## config.mk

```make
export PLATFORM = sky130hd
export DESIGN_NAME = contador16_ud_monitor_flat
export DESIGN_NICKNAME = d
export VERILOG_FILES = /design/src/rtl/contador16_ud_monitor_pkg.sv /design/src/rtl/contador16_ud_monitor_if.sv /design/src/rtl/contador16_ud_monitor_ud_step_predict.sv /design/src/rtl/contador16_ud_monitor.sv /design/src/flat_wrapper.sv
export SDC_FILE = /design/constraint.sdc
export NUM_CORES = 1
export LEC_CHECK = 0
export CAP_MARGIN = 10
export CORE_ASPECT_RATIO = 0.5
export CORE_MARGIN = 2
export CORE_UTILIZATION = 55
export CTS_BUF_LIST = sky130_fd_sc_hd__clkbuf_4
export CTS_CLUSTER_SIZE = 10
export DETAILED_ROUTE_END_ITERATION = 10
export GPL_TIMING_DRIVEN = 0
export PLACE_DENSITY = 0.84
export SLEW_MARGIN = 30
export SYNTH_ARGS = -nofsm -noshare
export SYNTH_HDL_FRONTEND = slang
export SYNTH_SLANG_ARGS = --single-unit
```

## constraint.sdc

```tcl
create_clock -name clk -period 3.95 [get_ports clk]
set_input_delay 0.5925 -clock clk [delete_from_list [all_inputs] [get_ports clk]]
set_output_delay 0.5925 -clock clk [all_outputs]
set_load 0.1 [all_outputs]
```

## src/rtl/contador16_ud_monitor_pkg.sv

```systemverilog
// Shared types and constants for the up/down bouncing counter and its monitor.
// Direction encoding is common to both the generator and the checker.
package contador_pkg;

    typedef enum logic [1:0] {IDLE, ACQ, UP, DOWN} mon_state_t;

    localparam logic DIR_UP   = 1'b0;
    localparam logic DIR_DOWN = 1'b1;

endpackage

```

## src/rtl/contador16_ud_monitor_if.sv

```systemverilog
// Sample stream in, monitor status out; master drives samples, slave is the monitor.
// All signals sampled/driven on the monitor clock.
interface contador16_ud_monitor_if #(
    parameter int WIDTH  = 4,
    parameter int PCNT_W = 16,
    parameter int ECNT_W = 8
);
    logic              sync;
    logic              in_valid;
    logic [WIDTH-1:0]  din;
    logic              locked;
    logic              dir;
    logic [WIDTH-1:0]  exp_val;
    logic              peak;
    logic              trough;
    logic              err;
    logic [PCNT_W-1:0] period_cnt;
    logic [ECNT_W-1:0] err_cnt;

    modport master (
        output sync, in_valid, din,
        input  locked, dir, exp_val, peak, trough, err, period_cnt, err_cnt
    );

    modport slave (
        input  sync, in_valid, din,
        output locked, dir, exp_val, peak, trough, err, period_cnt, err_cnt
    );
endinterface

```

## src/rtl/contador16_ud_monitor_ud_step_predict.sv

```systemverilog
// Next expected value and direction after accepting ref_val while moving in dir_in.
// Purely combinational; turns around at MAX (going up) and at 0 (going down).
module ud_step_predict
    import contador_pkg::*;
#(
    parameter int WIDTH = 4
) (
    input  logic [WIDTH-1:0] ref_val,
    input  logic             dir_in,
    output logic [WIDTH-1:0] nxt_val,
    output logic             nxt_dir
);
    localparam logic [WIDTH-1:0] MAX = '1;

    always_comb begin
        nxt_dir = dir_in;
        nxt_val = ref_val;
        if (dir_in == DIR_UP) begin
            if (ref_val == MAX) begin
                nxt_dir = DIR_DOWN;
                nxt_val = MAX - WIDTH'(1);
            end else begin
                nxt_val = ref_val + WIDTH'(1);
            end
        end else begin
            if (ref_val == '0) begin
                nxt_dir = DIR_UP;
                nxt_val = WIDTH'(1);
            end else begin
                nxt_val = ref_val - WIDTH'(1);
            end
        end
    end
endmodule

```

## src/rtl/contador16_ud_monitor.sv

```systemverilog
// Checks a bouncing up/down counter stream: locks on direction, predicts, flags errors.
// One-cycle latency: a sample accepted on edge N shows in outputs from edge N.
module contador16_ud_monitor
    import contador_pkg::*;
#(
    parameter int WIDTH  = 4,
    parameter int PCNT_W = 16,
    parameter int ECNT_W = 8
) (
    input  logic                    clk,
    input  logic                    clr_n,
    contador16_ud_monitor_if.slave  mon
);
    localparam logic [WIDTH-1:0] MAX = '1;

    mon_state_t        state;
    logic [WIDTH-1:0]  ref_q;
    logic              locked_q;
    logic              dir_q;
    logic [WIDTH-1:0]  exp_q;
    logic              peak_q;
    logic              trough_q;
    logic              err_q;
    logic [PCNT_W-1:0] pcnt_q;
    logic [ECNT_W-1:0] ecnt_q;

    logic             up_step;
    logic             dn_step;
    logic             step_dir;
    logic             is_locked_state;
    logic             take;
    logic             accept;
    logic             mismatch;
    logic [WIDTH-1:0] nxt_val;
    logic             nxt_dir;

    // Acquisition only counts non-wrapping single steps as evidence of a direction.
    assign up_step  = (ref_q != MAX) && (mon.din == ref_q + WIDTH'(1));
    assign dn_step  = (ref_q != '0)  && (mon.din == ref_q - WIDTH'(1));
    assign step_dir = (state == ACQ) ? (up_step ? DIR_UP : DIR_DOWN) : dir_q;

    assign is_locked_state = (state == UP) || (state == DOWN);
    assign take     = mon.in_valid && !mon.sync;
    assign accept   = take && (((state == ACQ) && (up_step || dn_step)) ||
                               (is_locked_state && (mon.din == exp_q)));
    assign mismatch = take && is_locked_state && (mon.din != exp_q);

    ud_step_predict #(.WIDTH(WIDTH)) u_pred (
        .ref_val (mon.din),
        .dir_in  (step_dir),
        .nxt_val (nxt_val),
        .nxt_dir (nxt_dir)
    );

    always_ff @(posedge clk or negedge clr_n) begin
        if (!clr_n) begin
            state    <= IDLE;
            ref_q    <= '0;
            locked_q <= 1'b0;
            dir_q    <= DIR_UP;
            exp_q    <= '0;
            peak_q   <= 1'b0;
            trough_q <= 1'b0;
            err_q    <= 1'b0;
            pcnt_q   <= '0;
            ecnt_q   <= '0;
        end else begin
            peak_q   <= 1'b0;
            trough_q <= 1'b0;
            err_q    <= 1'b0;
            if (mon.sync) begin
                state    <= IDLE;
                locked_q <= 1'b0;
                dir_q    <= DIR_UP;
            end else if (accept) begin
                ref_q    <= mon.din;
                locked_q <= 1'b1;
                exp_q    <= nxt_val;
                dir_q    <= nxt_dir;
                state    <= (nxt_dir == DIR_UP) ? UP : DOWN;
                peak_q   <= (step_dir == DIR_UP) && (mon.din == MAX);
                if ((step_dir == DIR_DOWN) && (mon.din == '0)) begin
                    trough_q <= 1'b1;
                    pcnt_q   <= pcnt_q + PCNT_W'(1);
                end
            end else if (mismatch) begin
                err_q    <= 1'b1;
                locked_q <= 1'b0;
                ref_q    <= mon.din;
                state    <= ACQ;
                if (ecnt_q != '1) ecnt_q <= ecnt_q + ECNT_W'(1);
            end else if (take) begin
                // IDLE takes its first reference; ACQ re-bases on a non-step sample.
                ref_q <= mon.din;
                state <= ACQ;
            end
        end
    end

    assign mon.locked     = locked_q;
    assign mon.dir        = dir_q;
    assign mon.exp_val    = exp_q;
    assign mon.peak       = peak_q;
    assign mon.trough     = trough_q;
    assign mon.err        = err_q;
    assign mon.period_cnt = pcnt_q;
    assign mon.err_cnt    = ecnt_q;
endmodule

```

## src/flat_wrapper.sv

```systemverilog
// flat-port wrapper written by rule: the top's interface ports become plain ports
module contador16_ud_monitor_flat import contador_pkg::*;
#(
    parameter int WIDTH  = 4,
    parameter int PCNT_W = 16,
    parameter int ECNT_W = 8
)
  (clk, clr_n, mon_sync, mon_in_valid, mon_din, mon_locked, mon_dir, mon_exp_val, mon_peak, mon_trough, mon_err, mon_period_cnt, mon_err_cnt);
  contador16_ud_monitor_if #(.WIDTH(WIDTH), .PCNT_W(PCNT_W), .ECNT_W(ECNT_W)) mon_i ();
  input  logic clk;
  input  logic clr_n;
  input wire logic [$bits(mon_i.sync)-1:0] mon_sync;
  input wire logic [$bits(mon_i.in_valid)-1:0] mon_in_valid;
  input wire logic [$bits(mon_i.din)-1:0] mon_din;
  output wire logic [$bits(mon_i.locked)-1:0] mon_locked;
  output wire logic [$bits(mon_i.dir)-1:0] mon_dir;
  output wire logic [$bits(mon_i.exp_val)-1:0] mon_exp_val;
  output wire logic [$bits(mon_i.peak)-1:0] mon_peak;
  output wire logic [$bits(mon_i.trough)-1:0] mon_trough;
  output wire logic [$bits(mon_i.err)-1:0] mon_err;
  output wire logic [$bits(mon_i.period_cnt)-1:0] mon_period_cnt;
  output wire logic [$bits(mon_i.err_cnt)-1:0] mon_err_cnt;
  assign mon_i.sync = mon_sync;
  assign mon_i.in_valid = mon_in_valid;
  assign mon_i.din = mon_din;
  assign mon_locked = mon_i.locked;
  assign mon_dir = mon_i.dir;
  assign mon_exp_val = mon_i.exp_val;
  assign mon_peak = mon_i.peak;
  assign mon_trough = mon_i.trough;
  assign mon_err = mon_i.err;
  assign mon_period_cnt = mon_i.period_cnt;
  assign mon_err_cnt = mon_i.err_cnt;
  contador16_ud_monitor #(.WIDTH(WIDTH), .PCNT_W(PCNT_W), .ECNT_W(ECNT_W)) u_core (.clk(clk), .clr_n(clr_n), .mon(mon_i));
endmodule
```

# Yosys cells after proc, flatten, opt, wreduce, memory -nomap -nowiden
# Index checks and enable logic that the tools add are counted.
[word_totals] regBits=39 latchBits=0 ramBits=0 rom_bits=0 output_inout_bits=33 memories=0
[classes] add_sub_neg=6 multipliers=0 n_div=0 order_cmp=0 n_eq_ne=10 n_shift=0 n_mux=29 bitwise_logic=3 n_reduce_logical=24
[op_table] operator="$mux 4" count=6
[op_table] operator="$mux 1" count=19
[op_table] operator="$add 16x1->16 const B" count=1
[op_table] operator="$eq 4x4->1" count=3
[op_table] operator="$logic_and 1x1->1" count=10
[op_table] operator="$add 4x1->4 const B" count=2
[op_table] operator="$add 8x1->8 const B" count=1
[op_table] operator="$mux 2" count=4
[op_table] operator="$ne 8x8->1 const B" count=1
[op_table] operator="$reduce_bool 4->1" count=2
[op_table] operator="$sub 4x1->4 const B" count=2
[op_table] operator="$reduce_bool 3->1" count=2
[op_table] operator="$eq 2x2->1 const B" count=2
[op_table] operator="$eq 4x4->1 const B" count=1
[op_table] operator="$logic_not 4->1" count=1
[op_table] operator="$ne 4x4->1" count=1
[op_table] operator="$ne 4x4->1 const B" count=1
[op_table] operator="$reduce_and 2->1" count=2
[op_table] operator="$reduce_and 4->1" count=1
[op_table] operator="$logic_or 1x1->1" count=3
[op_table] operator="$not 1->1" count=3
[op_table] operator="$reduce_and 3->1" count=1
[op_table] operator="$eq 2x1->1 const B" count=1
[op_table] operator="$reduce_bool 2->1" count=1
[op_table] operator="$logic_not 1->1" count=1

# Longest topological paths before layout
[depth] word_depth=9 ltp_mapped=9

# Cells and area by module
# From an unflattened synthesis, not the netlist that was laid out.
[unflattened] hier_cells=210 hier_area_um2=2275.9
[modules_own_cells] module="contador16_ud_monitor" n_inst=1 cells_per_inst=177 area_each_um2=2049.5 seq_area_each_um2=975.9
[modules_own_cells] module="ud_step_predict" n_inst=1 cells_per_inst=33 area_each_um2=226.5 seq_area_each_um2=0.0

# Least setup slack after synthesis
# Ideal clock, no wire load.
[synth_timing] kind="register -> register" startpoint="register u_core.exp_q[3], in the netlist u_core.mon.exp_val[3]" endpoint="register u_core.pcnt_q[14], in the netlist u_core.mon.period_cnt[14]" setup_ps=81 arrival_time_ps=2559 required_time_ps=3869 setup_slack_ps=1310 path_stages_with_launch=8 n_path_buf=1 synth_period_minus_slack_ps=2640 cell_sequence="dfrtp_1 -> xor2_1 -> nor4_2 -> a32oi_1 -> or3_1 -> buf_2 -> nor4_1 -> xnor2_1"
[synth_via] elab_chain_len=5
[synth_lines] item="start, declared" line_no="contador16_ud_monitor.sv:20" rtl="logic [WIDTH-1:0] exp_q;"
[synth_lines] item="start signal, assigned" line_no="contador16_ud_monitor.sv:78" rtl="exp_q <= nxt_val;"
[synth_lines] item="$eq 4x4->1" line_no="contador16_ud_monitor.sv:45" rtl="(is_locked_state && (mon.din == exp_q)));"
[synth_lines] item="$logic_and 1x1->1" line_no="contador16_ud_monitor.sv:45"
[synth_lines] item="$logic_or 1x1->1" line_no="contador16_ud_monitor.sv:44" rtl="assign accept = take && (((state == ACQ) && (up_step || dn_step)) ||"
[synth_lines] item="$logic_and 1x1->1" line_no="contador16_ud_monitor.sv:44"
[synth_lines] item="$reduce_and 3->1 (no line)"
[synth_lines] item="end signal, assigned" line_no="contador16_ud_monitor.sv:84" rtl="pcnt_q <= pcnt_q + PCNT_W'(1);"
[synth_lines] item="end, declared" line_no="contador16_ud_monitor.sv:24" rtl="logic [PCNT_W-1:0] pcnt_q;"
# Every way passes these cells.
# A chain may end at the register's enable or synchronous reset.

# Final worst setup path
[layout_timing] startpoint="input port mon_din[1]" endpoint="register u_core.pcnt_q[11], in the netlist u_core.mon.period_cnt[11]"
[layout_via] elab_chain_len=7 word_cells_on_any_way=15 classes_between="eq/ne: 3; mux: 2; reduce/logical: 10"
[layout_lines] item="start, declared" line_no="flat_wrapper.sv:14" rtl="input wire logic [$bits(mon_i.din)-1:0] mon_din;"
[layout_lines] item="$eq 4x4->1, on equally long branches" line_no="contador16_ud_monitor.sv:38, contador16_ud_monitor.sv:39"
[layout_lines] item="$logic_and 1x1->1, on equally long branches" line_no="contador16_ud_monitor.sv:38, contador16_ud_monitor.sv:39"
[layout_lines] item="$logic_or 1x1->1" line_no="contador16_ud_monitor.sv:44"
[layout_lines] item="$logic_and 1x1->1" line_no="contador16_ud_monitor.sv:44"
[layout_lines] item="$logic_or 1x1->1" line_no="contador16_ud_monitor.sv:44"
[layout_lines] item="$logic_and 1x1->1" line_no="contador16_ud_monitor.sv:44"
[layout_lines] item="$reduce_and 3->1 (no line) (*)"
# Every way passes the cells marked *; elsewhere a longest branch is shown, timed or not.

==> qor.csv <==
metric,value,unit
outcome,completed,
largest cells by area after synthesis,"dfrtp_1 46%, xnor2_1 8.3%, xor2_1 5.0%",
Synth cell types,41,
"Reg clk slew, reported paths",130,ps
HPWL after detailed placement,3200,um
Ant. Diodes,0,
Synth Instances,213,
FMAX,358,MHz
initial antenna violation count,0,
cts bufs inserted,5,
# hold bufs at CTS,0,
fin. max-slew vios,0,
DRT iter0 DRCs,56,
setup total negative slack,0,ps
chip width,91.6,um
Die ar.,4380,um^2
Worst Path Max Fanout,10,
PostCTS Resize Cnt,0,
most common cell in the netlist,dfrtp_1,
CP Data Required Time,4200,ps
total power draw,1.07,mW
crit path from,mon_din[1],
first-pass GRT wire length,7220,um
Worst Setup Path Type,input port to flip-flop,
min-delay worst type,input port to async pin,
share of cells above drive strength 1,7.31,%
"Net Count, Synth",229,
leakage power of the design,1.20,nW
"Seq/Total Area, Yosys",46.3,%
largest net degree at the start of global routing,30,
vias per cell,5.54,
Worst-Skew Late Latency,350,ps
number of global-route vias before repair,1553,
Antenna Violating Nets Remaining,0,
Ys Warns,0,
Synth top cells by count,"39 x dfrtp_1, 20 x nand2_1, 20 x xnor2_1, 12 x nand3_1, 12 x xor2_1",
Crit. End Element,flip-flop,
Slowest Stage Delay on Critical Path,550,ps
Mapped Area,2110,um^2
RSZ-0062 raised after global routing,false,
"Hold Violations, Final",0,
"EDFF count, synth",0,
GRT overflow,0,
Clock Skew,20.4,ps
Period minus WS final,2790,ps
FP Rows,15,
Post-Synthesis Mean Instance Area,9.90,um^2
htree depth,2,
clock buffer depth,2,
max_cap viols,0,
Top Ports,41,
GP Congestion,0.882,
Clock Tree Root,clkbuf_4,
crit path DAT,3040,ps
post-CTS setup buffer count,0,
Residual DRC,0,
Initial Util,59.5,%
synthesized flop and latch total,39,
TritonRoute pass-1 iters,4,
crit-path cells,clkdlybuf4s50_1 > xor2_1 > nor4_2 > a32oi_1 > nor3_1 > buf_2 > nand4_1 > xnor2_1,
final setup fails,0,
Slew @ Worst Pin,970,ps
floorplan core area,3550,um^2
drt wl/cell,13.8,um
P&R area growth vs syn,24.5,%
routed vias,1722,
PwrDens,408,nW/um^2
GRT Total Usage,21.4,%
Final #Nets,275,
Slew Limit Headroom,35.2,%
final worst-path cycle share,70.7,%
reg2reg start,u_core.ref_q[0]$_DFFE_PN0P_,
Synth Flop Type,dfrtp_1,
Die Span Y,47.8,um
slowest CP cell,clkdlybuf4s50_1,
"FFs w/ async S/R, synth",100,%
port buffer count,38,
post-synth top area share,46.3,%
drt total wl,4290,um
CTS tree,done,
Sink Count,39,
Worst setup SP type,input port,
peak supply drop,0.362,mV
cell taking the most area after synthesis,dfrtp_1,
-- cell type report --
cell class / count / area, um^2
clock inverter: 2 / 12.5
tap: 51 / 63.8
multi-input combinational: 154 / 1050
clock buffer: 6 / 45.0
timing repair buffer: 39 / 395
fill: 251 / 921
sequential: 39 / 976
inverter: 10 / 37.5
buffer: 10 / 46.3
-- through the flow --
step                setup slack [ps]  std cells  area, um^2  hold WS, ps  util [%]
finish                          1160        311        2630         93.2      74.0
global route                     979        311        2630         96.5      74.0
CTS                             1190        311        2630          102      74.0
floorplan                       1310        213        2110          297         -
detailed placement               824        303        2570          465      72.4
global placement                 836        302        2550          455      72.0
-- kinds of logic (layout without fill, tap and decap cells) --
family / after synthesis / after routing / share of synthesized area (%)
and+or+nand+nor: 87 / 87 / 22.1
xor gates and xnor gates: 32 / 32 / 13.3
buffers and inverters: 20 / 67 / 3.97
AOI/OAI and AO/OA: 24 / 24 / 8.13
muxes: 3 / 3 / 1.48
DFF: 39 / 39 / 46.3
adders and majority gates: 8 / 8 / 4.75
-- power by group --
part / internal [mW] / leakage [nW] / switching [mW]
clock network: 0.0756 / 0.0317 / 0.135
registers: 0.431 / 0.513 / 0.0311
logic: 0.108 / 0.651 / 0.289
total: 0.615 / 1.20 / 0.455
-- sequential cells by signal, indices dropped and copies added (netlist names) --
signal and count:
u_core.mon.err_cnt 8, u_core.mon.exp_val 4, u_core.mon.dir 1, u_core.mon.err 1
u_core.mon.period_cnt 16, u_core.mon.peak 1, u_core.mon.trough 1, u_core.ref_q 4
u_core.mon.locked 1, u_core.state 2
-- path summary, 6_finish.rpt --
kind / endpoint / slack, ps / depth (start not counted)
worst min-delay path: u_core.ref_q[3]$_DFFE_PN0P_ / 90 / 1
min in group clk: u_core.mon.period_cnt[15]$_DFFE_PN0P_ / 480 / 1
max in group asynchronous: u_core.state[1]$_DFFE_PN0P_ / 3400 / 2
worst max-delay path: u_core.mon.period_cnt[11]$_DFFE_PN0P_ / 1160 / 8
worst max register to register: u_core.mon.exp_val[0]$_DFFE_PN0P_ / 1210 / 9
worst min register to register: u_core.mon.period_cnt[15]$_DFFE_PN0P_ / 480 / 1
-- worst max-delay path, delay by kind of cell --
kind            cells  cell delay, ps
compound gates      1             210
xor+xnor            2             370
buf+inv             2             850
simple gates        3            1020
-- metal layers --
| metal | vias up | global-route usage [%] | part of all wire, % |
|---|---|---|---|
| met4 | 0 | 5.45 | 0.63 |
| li1 | 845 | - | - |
| met5 | - | 0 | 0 |
| met1 | 823 | 29.2 | 49 |
| met2 | 49 | 36.6 | 45 |
| met3 | 5 | 4.25 | 5.4 |
-- placed cells by master, fill, tap and decap left out, types with 4 or more instances in the layout --
cell type,n
dfrtp_1,39
clkdlybuf4s50_1,37
nand2_1,20
xnor2_1,20
xor2_1,12
nand3_1,12
inv_1,10
nor2_1,9
nand4_1,9
nor3_1,8
ha_1,8
a21oi_1,7
and3_1,6
clkbuf_4,6
nand2b_1,5
buf_2,4
clkbuf_1,4
nor4_1,4
No activity file was read; power rests on OpenSTA's default activity.
